**config.mk**
```make
export PLATFORM = sky130hd
export DESIGN_NAME = programmable_clock_divider
export DESIGN_NICKNAME = d
export VERILOG_FILES = /design/src/rtl/clock_divider_pkg.sv /design/src/rtl/divider_counter.sv /design/src/rtl/programmable_clock_divider.sv
export SDC_FILE = /design/constraint.sdc
export NUM_CORES = 1
export LEC_CHECK = 0
export CORE_MARGIN = 1.5
export CORE_UTILIZATION = 53
export CTS_CLUSTER_DIAMETER = 150
export CTS_CLUSTER_SIZE = 20
export DETAILED_ROUTE_END_ITERATION = 7
export PLACE_DENSITY_LB_ADDON = 0.2
export SETUP_SLACK_MARGIN = 0.2
export SLEW_MARGIN = 20
export SYNTH_ARGS = -nofsm -noshare
export SYNTH_HDL_FRONTEND = slang
export SYNTH_SLANG_ARGS = --single-unit
```
**constraint.sdc**
```tcl
create_clock -name clk -period 4.7 [get_ports clk]
set_input_delay 1.41 -clock clk [delete_from_list [all_inputs] [get_ports clk]]
set_output_delay 1.41 -clock clk [all_outputs]
set_load 0.1 [all_outputs]
```
**src/rtl/clock_divider_pkg.sv**
```systemverilog
// Shared types and constants for the programmable clock divider.
// Optional period counter is enabled with the PERIOD_COUNT_EN macro.
package clock_divider_pkg;

    localparam int DEF_CNT_W = 32;
    localparam int MIN_DIV   = 2;

    typedef enum logic {
        IDLE = 1'b0,
        RUN  = 1'b1
    } state_e;

endpackage

```
**src/rtl/divider_counter.sv**
```systemverilog
// Period counter for the programmable clock divider: cnt register,
// wrap/tick detect and the registered duty-cycle compare for clk_out.
module divider_counter
    import clock_divider_pkg::*;
#(
    parameter int CNT_W = DEF_CNT_W
) (
    input  logic             clk,
    input  logic             rst,
    input  logic             run_i,
    input  logic             run_nxt_i,
    input  logic [CNT_W-1:0] div_i,
    input  logic [CNT_W-1:0] high_nxt_i,
    output logic             tick_o,
    output logic             clk_out_o
);

    logic [CNT_W-1:0] cnt_q;
    logic [CNT_W-1:0] cnt_d;
    logic             clk_out_q;
    logic             clk_out_d;
    logic [CNT_W-1:0] div_m1;

    // active div is never below 2, so this cannot underflow
    assign div_m1    = div_i - CNT_W'(1);
    assign tick_o    = run_i && (cnt_q == div_m1);
    assign clk_out_o = clk_out_q;

    // next count and the duty compare against the high-time in force next cycle
    always_comb begin
        cnt_d = '0;
        if (run_i && run_nxt_i && !tick_o) begin
            cnt_d = cnt_q + CNT_W'(1);
        end
        clk_out_d = run_nxt_i && (cnt_d < high_nxt_i);
    end

    // counter and output registers
    always_ff @(posedge clk) begin
        if (!rst) begin
            cnt_q     <= '0;
            clk_out_q <= 1'b0;
        end else begin
            cnt_q     <= cnt_d;
            clk_out_q <= clk_out_d;
        end
    end

endmodule

```
**src/rtl/programmable_clock_divider.sv**
```systemverilog
// Programmable clock divider: IDLE/RUN control, load handshake, shadow pair.
// Define PERIOD_COUNT_EN to add the 16-bit period_count output.
module programmable_clock_divider
    import clock_divider_pkg::*;
#(
    parameter int          CNT_W        = DEF_CNT_W,
    parameter int unsigned DEFAULT_DIV  = 5000,
    parameter int unsigned DEFAULT_HIGH = 2500
) (
    input  logic             clk,
    input  logic             rst,
    input  logic             en,
    input  logic [CNT_W-1:0] div_in,
    input  logic [CNT_W-1:0] high_in,
    input  logic             load_valid,
    output logic             load_ready,
    output logic             load_err,
    output logic             clk_out,
`ifdef PERIOD_COUNT_EN
    output logic [15:0]      period_count,
`endif
    output logic             tick
);

    localparam logic [CNT_W-1:0] DIV_RST  = CNT_W'(DEFAULT_DIV);
    localparam logic [CNT_W-1:0] HIGH_RST = CNT_W'(DEFAULT_HIGH);
    localparam logic [CNT_W-1:0] DIV_MIN  = CNT_W'(MIN_DIV);

    state_e           state_q;
    state_e           state_d;
    logic [CNT_W-1:0] div_q;
    logic [CNT_W-1:0] div_d;
    logic [CNT_W-1:0] high_q;
    logic [CNT_W-1:0] high_d;
    logic [CNT_W-1:0] sdiv_q;
    logic [CNT_W-1:0] sdiv_d;
    logic [CNT_W-1:0] shigh_q;
    logic [CNT_W-1:0] shigh_d;
    logic             pend_q;
    logic             pend_d;
    logic             err_q;
    logic             err_d;
    logic             hs;
    logic             bad;
    logic             apply;
    logic             wrap;

    assign load_ready = !pend_q;
    assign load_err   = err_q;
    assign tick       = wrap;

    // run control: en alone decides IDLE/RUN, leaving RUN never completes the period
    always_comb begin
        state_d = state_q;
        unique case (state_q)
            IDLE: if (en) state_d = RUN;
            RUN:  if (!en) state_d = IDLE;
        endcase
    end

    // handshake, rejection and period-boundary apply of the shadow pair
    always_comb begin
        hs      = load_valid && !pend_q;
        bad     = div_in < DIV_MIN;
        apply   = pend_q && ((state_q == IDLE) || wrap);
        div_d   = apply ? sdiv_q : div_q;
        high_d  = apply ? shigh_q : high_q;
        sdiv_d  = sdiv_q;
        shigh_d = shigh_q;
        pend_d  = pend_q && !apply;
        err_d   = hs && bad;
        if (hs && !bad) begin
            sdiv_d  = div_in;
            shigh_d = high_in;
            pend_d  = 1'b1;
        end
    end

    // control and configuration registers
    always_ff @(posedge clk) begin
        if (!rst) begin
            state_q <= IDLE;
            div_q   <= DIV_RST;
            high_q  <= HIGH_RST;
            sdiv_q  <= DIV_RST;
            shigh_q <= HIGH_RST;
            pend_q  <= 1'b0;
            err_q   <= 1'b0;
        end else begin
            state_q <= state_d;
            div_q   <= div_d;
            high_q  <= high_d;
            sdiv_q  <= sdiv_d;
            shigh_q <= shigh_d;
            pend_q  <= pend_d;
            err_q   <= err_d;
        end
    end

    divider_counter #(
        .CNT_W (CNT_W)
    ) u_cnt (
        .clk        (clk),
        .rst        (rst),
        .run_i      (state_q == RUN),
        .run_nxt_i  (state_d == RUN),
        .div_i      (div_q),
        .high_nxt_i (high_d),
        .tick_o     (wrap),
        .clk_out_o  (clk_out)
    );

`ifdef PERIOD_COUNT_EN
    logic [15:0] pc_q;
    logic [15:0] pc_d;

    assign period_count = pc_q;

    // a new pair restarts the count, otherwise count completed periods
    always_comb begin
        pc_d = pc_q;
        if (apply) begin
            pc_d = '0;
        end else if (wrap) begin
            pc_d = pc_q + 16'd1;
        end
    end

    // period counter register
    always_ff @(posedge clk) begin
        if (!rst) begin
            pc_q <= '0;
        end else begin
            pc_q <= pc_d;
        end
    end
`endif

endmodule
```
==> results.py, run 1 <==
metrics = {
    "status": {
        "outcome": "finished clean",
    },
    "global_route": {
        "grt_overflow": 0,
        "grt_max_degree": 87,
        "grt_pass1_wl_um": 34700,
        "gr-usage-all-layers": 0.242,
        "grt_pass1_vias": 7015,
        "antenna_found_initial": 0,
    },
    "synth": {
        "yosys.cell_types.count": 59,
        "ys_seq_area_frac": 0.363,
        "synth.top_cell.area_share": 0.363,
        "synth_edf_count": 0,
        "yosys.area.top_type": "dfxtp_1",
        "ys.flop_type": "dfxtp_1",
        "ys_ff_latch": 164,
        "syn-instance-count": 1092,
        "syn_nets": 1193,
        "synth.area.top_cells": "dfxtp_1 (36%), mux2i_1 (11%), nand2_1 (11%)",
        "synthArstFlopShare": 0,
        "avgSynthCellArea_um2": 8.28,
        "syn_area_mm2": 0.00904,
        "synth-warning-count": 0,
    },
    "cts": {
        "numCtsBuffers": 17,
        "cts-root-buf": "clkbuf_16",
        "htree_levels": 4,
        "cts_buffer_depth": 2,
        "clk_latency_ns": 0.43,
        "cts_hold_buf": 0,
        "cts_tree": "done",
        "clkTransAtPathRegs_ns": 0.07,
        "clkSinkCount": 164,
    },
    "setup_path": {
        "r2r-end": "u_cnt.clk_out_o$_SDFF_PN0_",
        "critical_path.max_fanout": 6,
        "endpoint_kind": "flop",
        "rrSetupSlack_ns": 0.07,
        "r2r-start": "div_q[1]$_SDFFE_PN0P_",
        "path_class": "flop to flop",
        "r2r_cells": 26,
        "worstPathArrival_ns": 4.95,
        "startpoint_type": "flop",
        "required_ns": 5.02,
    },
    "power_and_ir_drop": {
        "p_sw_uw": 837,
        "sequentialPowerShare": 0.452,
        "p_clk_frac": 0.432,
        "swShare": 0.256,
        "ir_drop_mv": 0.378,
        "p_leak_nw": 4.18,
        "comb_power_share": 0.116,
        "p_per_area_mw_per_mm2": 290,
        "p_int_mw": 2.43,
    },
    "place": {
        "placement.io_buffers": 71,
        "dpl.hpwl_um": 15500,
        "gp_congestion": 0.919,
    },
    "sta": {
        "fmax_mhz": 216,
        "relSlewSlack": 0.338,
        "finalHoldViolCount": 0,
        "finalWorstPathRequiredPeriod_ns": 4.63,
        "min_period_over_period": 0.986,
        "worst_slew_pin_slew_ns": 0.990,
        "skew_ns": 0.0119,
        "final-max-slew-violation-count": 0,
        "rsz0062_at_grt": "yes",
        "finalSetupViolCount": 0,
        "fin_setup_tns_ns": 0,
    },
    "routing": {
        "routed_via_density": 5.40,
        "first_pass_iters": 5,
        "postRouteAntennaNets": 0,
        "drc_errors": 0,
        "routed-via-count": 7767,
        "avgRoutedWirePerCell_um": 15.2,
        "wirelength_um": 21900,
        "drtIter0Drc": 401,
    },
    "die": {
        "die_x_um": 134,
        "start_util": 0.543,
        "io_pins": 72,
        "rows": 47,
        "die_area_mm2": 0.0179,
        "die_h_um": 134,
        "core-area_mm2": 0.0166,
    },
    "final_layout": {
        "regArea_mm2": 0.00329,
        "layout_common_cells": "nand2_1 (258), dfxtp_1 (159), mux2i_1 (92)",
        "final_common_cell": "nand2_1",
        "diodes": 0,
        "fin_nets": 1306,
        "areaGrowthSynthToFinish_pct": 24.5,
        "final_util": 0.676,
        "final_layout_size_suffix_gt1_frac": 0.148,
        "multi_input_comb_area_mm2": 0.00560,
        "n_fill_cell": 1391,
    },
    "run": {
        "drv_cap": 0,
    },
    "worst_hold_path": {
        "hold_path_depth": 2,
        "min_path_type": "flop to flop",
        "hold_end": "div_q[6]$_SDFFE_PN0P_",
        "hold_path.startpoint": "sdiv_q[6]$_SDFFE_PN0P_",
    },
}
[worst max-delay path by stage]
| stage | cells past startpoint | endpoint | start |
|---|---|---|---|
| floorplan | 23 | u_cnt.clk_out_o$_SDFF_PN0_ | div_q[0]$_SDFFE_PN0P_ |
| CTS | 21 | u_cnt.clk_out_o$_SDFF_PN0_ | div_q[1]$_SDFFE_PN0P_ |
| global placement | 18 | u_cnt.clk_out_o$_SDFF_PN0_ | div_q[5]$_SDFFE_PN0P_ |
| detailed placement | 18 | u_cnt.clk_out_o$_SDFF_PN0_ | div_q[5]$_SDFFE_PN0P_ |
| finish | 26 | u_cnt.clk_out_o$_SDFF_PN0_ | div_q[1]$_SDFFE_PN0P_ |
| global route | 21 | u_cnt.clk_out_o$_SDFF_PN0_ | div_q[3]$_SDFFE_PN1P_ |
[flip-flops by register name, summed over array words and instances, names as in the netlist]
name	flops
div_q	32
high_q	32
sdiv_q	32
shigh_q	32
u_cnt.cnt_q	32
load_err	1
pend_q	1
state_q	1
u_cnt.clk_out_o	1
[routing by layer]
layer | GRT usage | share of wire
met1 | 0.318 | 0.47
met2 | 0.415 | 0.50
met3 | 0.0457 | 0.026
met4 | 0.0471 | 0.0092
met5 | 0 | 0
[worst max-delay path, cell delays in order (launching register included)]
cell       delay (ns)
dfxtp_4          0.36
inv_2            0.06
ha_4             0.12
nor4b_4          0.20
buf_4            0.17
nand4b_1         0.14
buf_4            0.19
buf_4            0.14
nor4_4           0.18
nor2_4           0.07
nor3_2           0.19
buf_4            0.14
buf_4            0.11
nand2_1          0.06
o211ai_1         0.21
buf_4            0.15
buf_2            0.15
nor2_1           0.07
ha_1             0.31
nand4_1          0.14
nor3_2           0.27
nand3_2          0.17
a2111oi_4        0.34
and3_4           0.26
nand3_2          0.08
mux2i_1          0.15
nor4_1           0.07
[metrics by stage]
step                      cells  cell area [um2]  setup slack, ns  power, mW  hold WS, ns
final                      1438            11300           0.0658       3.27        0.459
after global placement     1377            10200            0.153       1.85        0.443
after global routing       1438            11300           -0.184       3.38        0.473
after CTS                  1411            10900            0.190       3.25        0.457
after floorplan            1092             9070            0.193       1.72        0.434
after detailed placement   1377            10200         -0.00502       1.85        0.453
[power groups by stage]
stage          Clock, mW  Sequential [mW]  Combinational (mW)
2_1_floorplan          0             1.50               0.221
3_3_place_gp           0             1.51               0.340
3_5_place_dp           0             1.51               0.346
4_1_cts             1.42             1.48               0.351
5_1_grt             1.48             1.48               0.416
6_report            1.41             1.48               0.379
[cells by family after synthesis]
logic type      synth area share
flops                      0.363
mux                        0.108
simple gates               0.271
buf+inv                   0.0452
compound gates            0.0989
fa+ha+maj                 0.0457
xor+xnor                  0.0678
[synthesized netlist by cell type (4+ instances only)]
cell	instances
a21boi_0	55
a21o_1	11
a21oi_1	14
a31oi_1	4
and3_1	5
and4_1	4
buf_12	5
buf_2	6
buf_4	4
clkbuf_1	52
dfxtp_1	164
ha_1	33
inv_1	9
mux2i_1	98
nand2_1	258
nand2b_1	10
nand3_1	33
nand3b_1	5
nand4_1	22
nand4b_1	4
nor2_1	89
nor2b_1	26
nor3_1	17
nor3b_1	4
nor4_1	21
o211ai_1	8
o21ai_0	6
or3_1	4
or4_1	5
xnor2_1	34
xor2_1	36
[timing repair]
action	in CTS	in global routing
setup endpoints to repair	2	2
buffers inserted	2	26
resized for setup	13	44
gates cloned	0	1
pin swaps	9	24
[cell type report]
cell class | instances | share of cell area
well taps | 220 | 0.0245
multi-input cells | 849 | 0.497
repair buffers | 164 | 0.130
flip-flops and latches | 164 | 0.293
inverters | 9 | 0.00300
clock inverters | 14 | 0.0133
clock buffers | 18 | 0.0390
(Power assumes the default switching activity.)
==> run 2: changes to the inputs <==
Settings changed: CORE_ASPECT_RATIO from default to 0.75.
==> run 2 against run 1 <==
Against the previous run:
- wire length is 1.1% lower
- clock-buffer cell count is 5 higher
- maximum frequency hardly changed
- non-clock buffer count is 21 lower
- sequential power hardly changed
- hold slack worse by 0.0049 ns
- sequential cell count stayed put
- total power is 1.7% lower
- first-iteration DRC count is 17% higher
- critical path type unchanged
- highest routed layer unchanged
==> results.py, run 2 (synthesis gave the netlist of run 1 again) <==
metrics = {
    "sta": {
        "fmax_mhz": 216,
        "finalSetupViolCount": 0,
        "hold_slack_ns": 0.454,
        "worst_slew_pin_slew_ns": 0.958,
        "finalHoldViolCount": 0,
        "skew_ns": 0.0104,
        "relSlewSlack": 0.359,
        "fin_ws_ns": 0.0616,
        "finalWorstPathRequiredPeriod_ns": 4.64,
        "rsz0062_at_grt": "yes",
        "min_period_over_period": 0.987,
        "final-max-slew-violation-count": 0,
    },
    "die": {
        "core-area_mm2": 0.0168,
        "die_h_um": 116,
        "die_area_mm2": 0.0179,
        "rows": 41,
        "die_x_um": 154,
        "io_pins": 72,
        "start_util": 0.539,
    },
    "routing": {
        "routed_via_density": 5.47,
        "drtIter0Drc": 468,
        "avgRoutedWirePerCell_um": 15.4,
        "first_pass_iters": 5,
        "postRouteAntennaNets": 0,
        "wirelength_um": 21700,
        "routed-via-count": 7727,
        "drc_errors": 0,
    },
    "place": {
        "dpl_cell_area_mm2": 0.0101,
        "dpl.hpwl_um": 15000,
        "gp_congestion": 0.928,
        "placement.io_buffers": 71,
        "place_inst": 1358,
        "place_ws_ns": 0.00792,
    },
    "cts": {
        "clk_latency_ns": 0.43,
        "htree_levels": 4,
        "cts-root-buf": "clkbuf_16",
        "cts_tree": "done",
        "cts_hold_buf": 0,
        "numCtsBuffers": 17,
        "clkSinkCount": 164,
        "clkTransAtPathRegs_ns": 0.07,
        "cts_buffer_depth": 2,
    },
    "worst_hold_path": {
        "min_path_type": "flop to flop",
        "hold_path_depth": 2,
        "hold_path.startpoint": "sdiv_q[5]$_SDFFE_PN0P_",
        "hold_end": "div_q[5]$_SDFFE_PN0P_",
    },
    "power_and_ir_drop": {
        "sequentialPowerShare": 0.460,
        "ir_drop_mv": 0.272,
        "p_per_area_mw_per_mm2": 288,
        "swShare": 0.253,
        "p_int_mw": 2.40,
        "p_sw_uw": 813,
        "p_clk_frac": 0.425,
        "comb_power_share": 0.115,
        "p_leak_nw": 4.13,
    },
    "setup_path": {
        "critPathBufInv": 3,
        "rrSetupSlack_ns": 0.06,
        "endpoint_kind": "flop",
        "critical_path.max_fanout": 14,
        "critical_path.top_delay_family": "simple AND/OR/NAND/NOR gates",
        "r2r-end": "u_cnt.clk_out_o$_SDFF_PN0_",
        "cp_cell_sequence": "nor4_2 -> buf_4 -> nand3b_1 -> nor4b_2 -> xnor2_1 -> nor4b_4 -> nand4_2 -> o211ai_1 -> buf_4 -> buf_8 -> nor2_1 -> ha_1 -> a21o_1 -> a21o_1 -> a21o_1 -> a21o_1 -> a21o_1 -> a21oi_1 -> o211ai_1 -> nor4_1",
        "worst_path_max_delay_cell": "dfxtp_2",
        "startpoint_type": "flop",
        "path_class": "flop to flop",
        "cpMostUsedCell": "a21o_1",
        "required_ns": 5.03,
        "r2r-start": "div_q[5]$_SDFFE_PN0P_",
        "worstPathArrival_ns": 4.96,
        "cpPeakStageDelay_ns": 0.37,
        "r2r_cells": 20,
    },
    "final_layout": {
        "final_area_mm2": 0.0111,
        "layout_common_cells": "nand2_1 (258), dfxtp_1 (156), mux2i_1 (98)",
        "diodes": 0,
        "regArea_mm2": 0.00330,
        "final_common_cell": "nand2_1",
        "multi_input_comb_area_mm2": 0.00559,
        "areaGrowthSynthToFinish_pct": 23.1,
        "instances_no_fill": 1412,
        "fin_nets": 1285,
        "n_fill_cell": 1436,
        "final_layout_size_suffix_gt1_frac": 0.127,
        "final_util": 0.664,
    },
    "status": {
        "outcome": "finished clean",
    },
    "run": {
        "drv_cap": 0,
    },
    "global_route": {
        "antenna_found_initial": 0,
        "grt_max_degree": 75,
        "grt_pass1_vias": 7199,
        "gr-usage-all-layers": 0.247,
        "grt_pass1_wl_um": 35500,
        "grt_overflow": 0,
    },
}
[run 2: cell count changes in the layout (fill, tap and decap cells not counted), moves of 3 or more]
cell      before  now
buf_4         86   62
clkbuf_1       0    3
mux2i_1       92   98
dfxtp_1      159  156
inv_6          5    2
clkinv_2       3    0
mux2i_2        6    0
[run 2: metrics by stage]
step / power (mW) / setup TNS [ns]
floorplan: 1.72 / 0
global route: 3.33 / -0.185
finish: 3.21 / 0
detailed placement: 1.84 / 0
CTS: 3.20 / 0
global placement: 1.84 / 0
[run 2: power groups by stage]
stage / sequential [mW] / combinational [mW] / clock, mW
2_1_floorplan: 1.50 / 0.221 / 0
3_3_place_gp: 1.51 / 0.334 / 0
3_5_place_dp: 1.51 / 0.338 / 0
4_1_cts: 1.48 / 0.346 / 1.38
5_1_grt: 1.48 / 0.408 / 1.44
6_report: 1.48 / 0.370 / 1.36
[run 2: how the worst max path moves through the flow]
stage / from / endpoint / slack, ns / depth (start not counted)
floorplan: div_q[0]$_SDFFE_PN0P_ / u_cnt.clk_out_o$_SDFF_PN0_ / 0.19 / 23
global placement: div_q[5]$_SDFFE_PN0P_ / u_cnt.clk_out_o$_SDFF_PN0_ / 0.12 / 18
detailed placement: div_q[5]$_SDFFE_PN0P_ / u_cnt.clk_out_o$_SDFF_PN0_ / 0.008 / 18
finish: div_q[5]$_SDFFE_PN0P_ / u_cnt.clk_out_o$_SDFF_PN0_ / 0.06 / 20
global route: div_q[0]$_SDFFE_PN0P_ / u_cnt.clk_out_o$_SDFF_PN0_ / -0.19 / 22
CTS: div_q[1]$_SDFFE_PN0P_ / tick / 0.20 / 11
[run 2: cell type report]
cell class	instances	area share
Clock buffer	23	0.0429
Clock inverter	9	0.00866
Inverter	9	0.00304
Multi-Input combinational cell	849	0.502
Sequential cell	164	0.297
Tap cell	215	0.0242
Timing Repair Buffer	143	0.122
[run 2: per-layer routing]
| layer | global-route usage | share of wire | vias to the layer above |
|---|---|---|---|
| met4 | 0.0641 | 0.011 | 0 |
| met2 | 0.393 | 0.45 | 141 |
| li1 | - | - | 3926 |
| met5 | 0 | 0 | - |
| met1 | 0.343 | 0.50 | 3639 |
| met3 | 0.0527 | 0.043 | 21 |
[run 2: timing repair]
| item | 4_1_cts | 5_1_grt |
|---|---|---|
| setup endpoints to repair | 2 | 2 |
| resized for setup | 16 | 43 |
| buffers inserted | 2 | 19 |
| pin swaps | 5 | 24 |
| gates cloned | 0 | 1 |
[run 2: worst register-to-register path, cell delays in order, from the launching register on]
cell      delay, ns
dfxtp_2        0.37
nor4_2         0.29
buf_4          0.18
nand3b_1       0.23
nor4b_2        0.34
xnor2_1        0.23
nor4b_4        0.27
nand4_2        0.20
o211ai_1       0.26
buf_4          0.20
buf_8          0.15
nor2_1         0.06
ha_1           0.33
a21o_1         0.17
a21o_1         0.18
a21o_1         0.17
a21o_1         0.16
a21o_1         0.18
a21oi_1        0.18
o211ai_1       0.10
nor4_1         0.28
==> run 3: changes to the inputs <==
Settings changed: PLACE_DENSITY from default to 0.81, PLACE_DENSITY_LB_ADDON 0.2 to default, SLEW_MARGIN 20 to 15.
==> run 3 against run 2 <==
Against the previous run:
- largest power group unchanged
- critical path type unchanged
- final area fell by 1.2%
- critical path depth did not move
- clock-buffer cell count fell by 2
- utilization fell by 0.79 points
- total power rose by 1.4%
- critical endpoint unchanged
- final cell count fell by 0.85%
- clock skew fell by 0.0030 ns
==> results.py, run 3 (synthesis gave the netlist of run 1 again) <==
metrics = {
    "sta": {
        "final-max-slew-violation-count": 0,
        "finalHoldViolCount": 0,
        "rsz0062_at_grt": "yes",
        "relSlewSlack": 0.353,
        "skew_ns": 0.00747,
        "finalWorstPathRequiredPeriod_ns": 4.64,
        "fmax_mhz": 216,
        "min_period_over_period": 0.987,
        "finalSetupViolCount": 0,
        "worst_slew_pin_slew_ns": 0.968,
    },
    "cts": {
        "cts_tree": "done",
        "clk_latency_ns": 0.43,
        "clkTransAtPathRegs_ns": 0.06,
        "clkSinkCount": 164,
        "numCtsBuffers": 17,
        "cts_hold_buf": 0,
        "cts_buffer_depth": 2,
        "htree_levels": 4,
        "cts-root-buf": "clkbuf_16",
    },
    "die": {
        "start_util": 0.539,
        "rows": 41,
        "die_x_um": 154,
        "core-area_mm2": 0.0168,
        "die_area_mm2": 0.0179,
        "die_h_um": 116,
        "io_pins": 72,
    },
    "routing": {
        "wirelength_um": 22300,
        "routed_via_density": 5.68,
        "drc_errors": 0,
        "postRouteAntennaNets": 0,
        "avgRoutedWirePerCell_um": 15.9,
        "routed-via-count": 7954,
        "first_pass_iters": 5,
        "drtIter0Drc": 607,
    },
    "final_layout": {
        "final_common_cell": "nand2_1",
        "final_layout_size_suffix_gt1_frac": 0.116,
        "fin_nets": 1274,
        "diodes": 0,
        "final_area_mm2": 0.0110,
        "instances_no_fill": 1400,
        "final_util": 0.656,
        "areaGrowthSynthToFinish_pct": 21.6,
        "layout_common_cells": "nand2_1 (258), dfxtp_1 (160), mux2i_1 (98)",
    },
    "worst_hold_path": {
        "min_path_type": "flop to flop",
        "hold_end": "high_q[9]$_SDFF_PN0_",
        "hold_path_depth": 2,
        "hold_path.startpoint": "high_q[9]$_SDFF_PN0_",
    },
    "setup_path": {
        "critical_path.max_fanout": 8,
        "required_ns": 5.03,
        "r2r_cells": 20,
        "rrSetupSlack_ns": 0.06,
        "r2r-end": "u_cnt.clk_out_o$_SDFF_PN0_",
        "r2r-start": "div_q[6]$_SDFFE_PN0P_",
        "startpoint_type": "flop",
        "endpoint_kind": "flop",
        "path_class": "flop to flop",
        "worstPathArrival_ns": 4.97,
    },
    "power_and_ir_drop": {
        "p_int_mw": 2.44,
        "sequentialPowerShare": 0.454,
        "ir_drop_mv": 0.159,
        "p_leak_nw": 4.05,
        "p_per_area_mw_per_mm2": 296,
        "p_sw_uw": 817,
        "p_clk_frac": 0.434,
        "swShare": 0.251,
        "comb_power_share": 0.112,
    },
    "place": {
        "gp_congestion": 0.971,
        "dpl_cell_area_mm2": 0.0101,
        "place_inst": 1355,
        "placement.io_buffers": 71,
        "dpl.hpwl_um": 15300,
    },
    "global_route": {
        "antenna_found_initial": 0,
        "grt_pass1_wl_um": 35900,
        "gr-usage-all-layers": 0.250,
        "grt_max_degree": 90,
        "grt_pass1_vias": 7355,
        "grt_overflow": 0,
    },
    "status": {
        "outcome": "finished clean",
    },
    "run": {
        "drv_cap": 0,
    },
}
run 3: cell types whose count changed in the layout (fill, tap and decap cells not counted), moves of 2 or more:
cell,previous run,this run
and3_1,3,5
o21ai_1,4,2
buf_4,62,56
nor3_2,2,4
dfxtp_1,156,160
buf_12,6,4
xnor2_2,1,3
clkbuf_1,3,1
dfxtp_4,3,0
xnor2_1,33,31
nor4_1,14,16
o21ai_0,3,5
run 3: stage by stage:
step	setup slack (ns)	total power, mW	setup TNS [ns]	hold slack [ns]
2_1_floorplan	0.193	1.72	0	0.434
3_3_place_gp	0.161	1.83	0	0.442
3_5_place_dp	-0.0431	1.84	-0.0431	0.450
4_1_cts	0.166	3.26	0	0.460
5_1_grt	-0.146	3.38	-0.146	0.474
6_report	0.0612	3.25	0	0.459
run 3: cell type report:
type                       instances  area (um2)
sequential                       164        3290
fill                            1339        5780
clock inverter                    10         123
inverter                           9        33.8
tap                              215         269
multi-input combinational        849        5590
timing repair buffer             132        1220
clock buffer                      21         470
run 3: power by group through the flow:
| stage | clock [mW] | sequential, mW | combinational (mW) |
|---|---|---|---|
| 2_1_floorplan | 0 | 1.50 | 0.221 |
| 3_3_place_gp | 0 | 1.50 | 0.330 |
| 3_5_place_dp | 0 | 1.51 | 0.339 |
| 4_1_cts | 1.43 | 1.48 | 0.354 |
| 5_1_grt | 1.50 | 1.48 | 0.399 |
| 6_report | 1.41 | 1.48 | 0.365 |
run 3: how the worst max path moves through the flow:
| stage | from | end | depth (start not counted) |
|---|---|---|---|
| 3_5_place_dp | div_q[5]$_SDFFE_PN0P_ | u_cnt.clk_out_o$_SDFF_PN0_ | 18 |
| 3_3_place_gp | div_q[9]$_SDFFE_PN1P_ | u_cnt.clk_out_o$_SDFF_PN0_ | 19 |
| 6_report | div_q[6]$_SDFFE_PN0P_ | u_cnt.clk_out_o$_SDFF_PN0_ | 20 |
| 2_1_floorplan | div_q[0]$_SDFFE_PN0P_ | u_cnt.clk_out_o$_SDFF_PN0_ | 23 |
| 5_1_grt | div_q[10]$_SDFFE_PN0P_ | u_cnt.clk_out_o$_SDFF_PN0_ | 20 |
| 4_1_cts | div_q[0]$_SDFFE_PN0P_ | tick | 11 |
run 3: worst max-delay path: stages, from the launching register on:
cell      delay [ns]
dfxtp_1         0.41
nor4_2          0.27
buf_4           0.18
nand3b_1        0.23
nor4b_2         0.37
xnor2_2         0.18
nor4b_4         0.34
nand4_4         0.18
o211ai_1        0.32
buf_4           0.23
buf_8           0.13
nor2_1          0.05
ha_1            0.32
a21o_1          0.16
a21o_1          0.16
a21o_1          0.17
a21o_1          0.18
a21o_1          0.17
a21oi_1         0.17
o211ai_1        0.11
nor4_1          0.20
run 3: routing by layer:
metal  track usage  share of wire
met5             0              0
met2         0.403           0.45
met3        0.0660          0.060
met4        0.0816          0.021
met1         0.330           0.47
run 3: timing repair:
| action | CTS | global route |
|---|---|---|
| pin swaps | 8 | 12 |
| gates resized for setup | 23 | 21 |
| endpoints found under the setup margin | 2 | 2 |
| gates cloned | 1 | 0 |
| setup buffers | 10 | 3 |
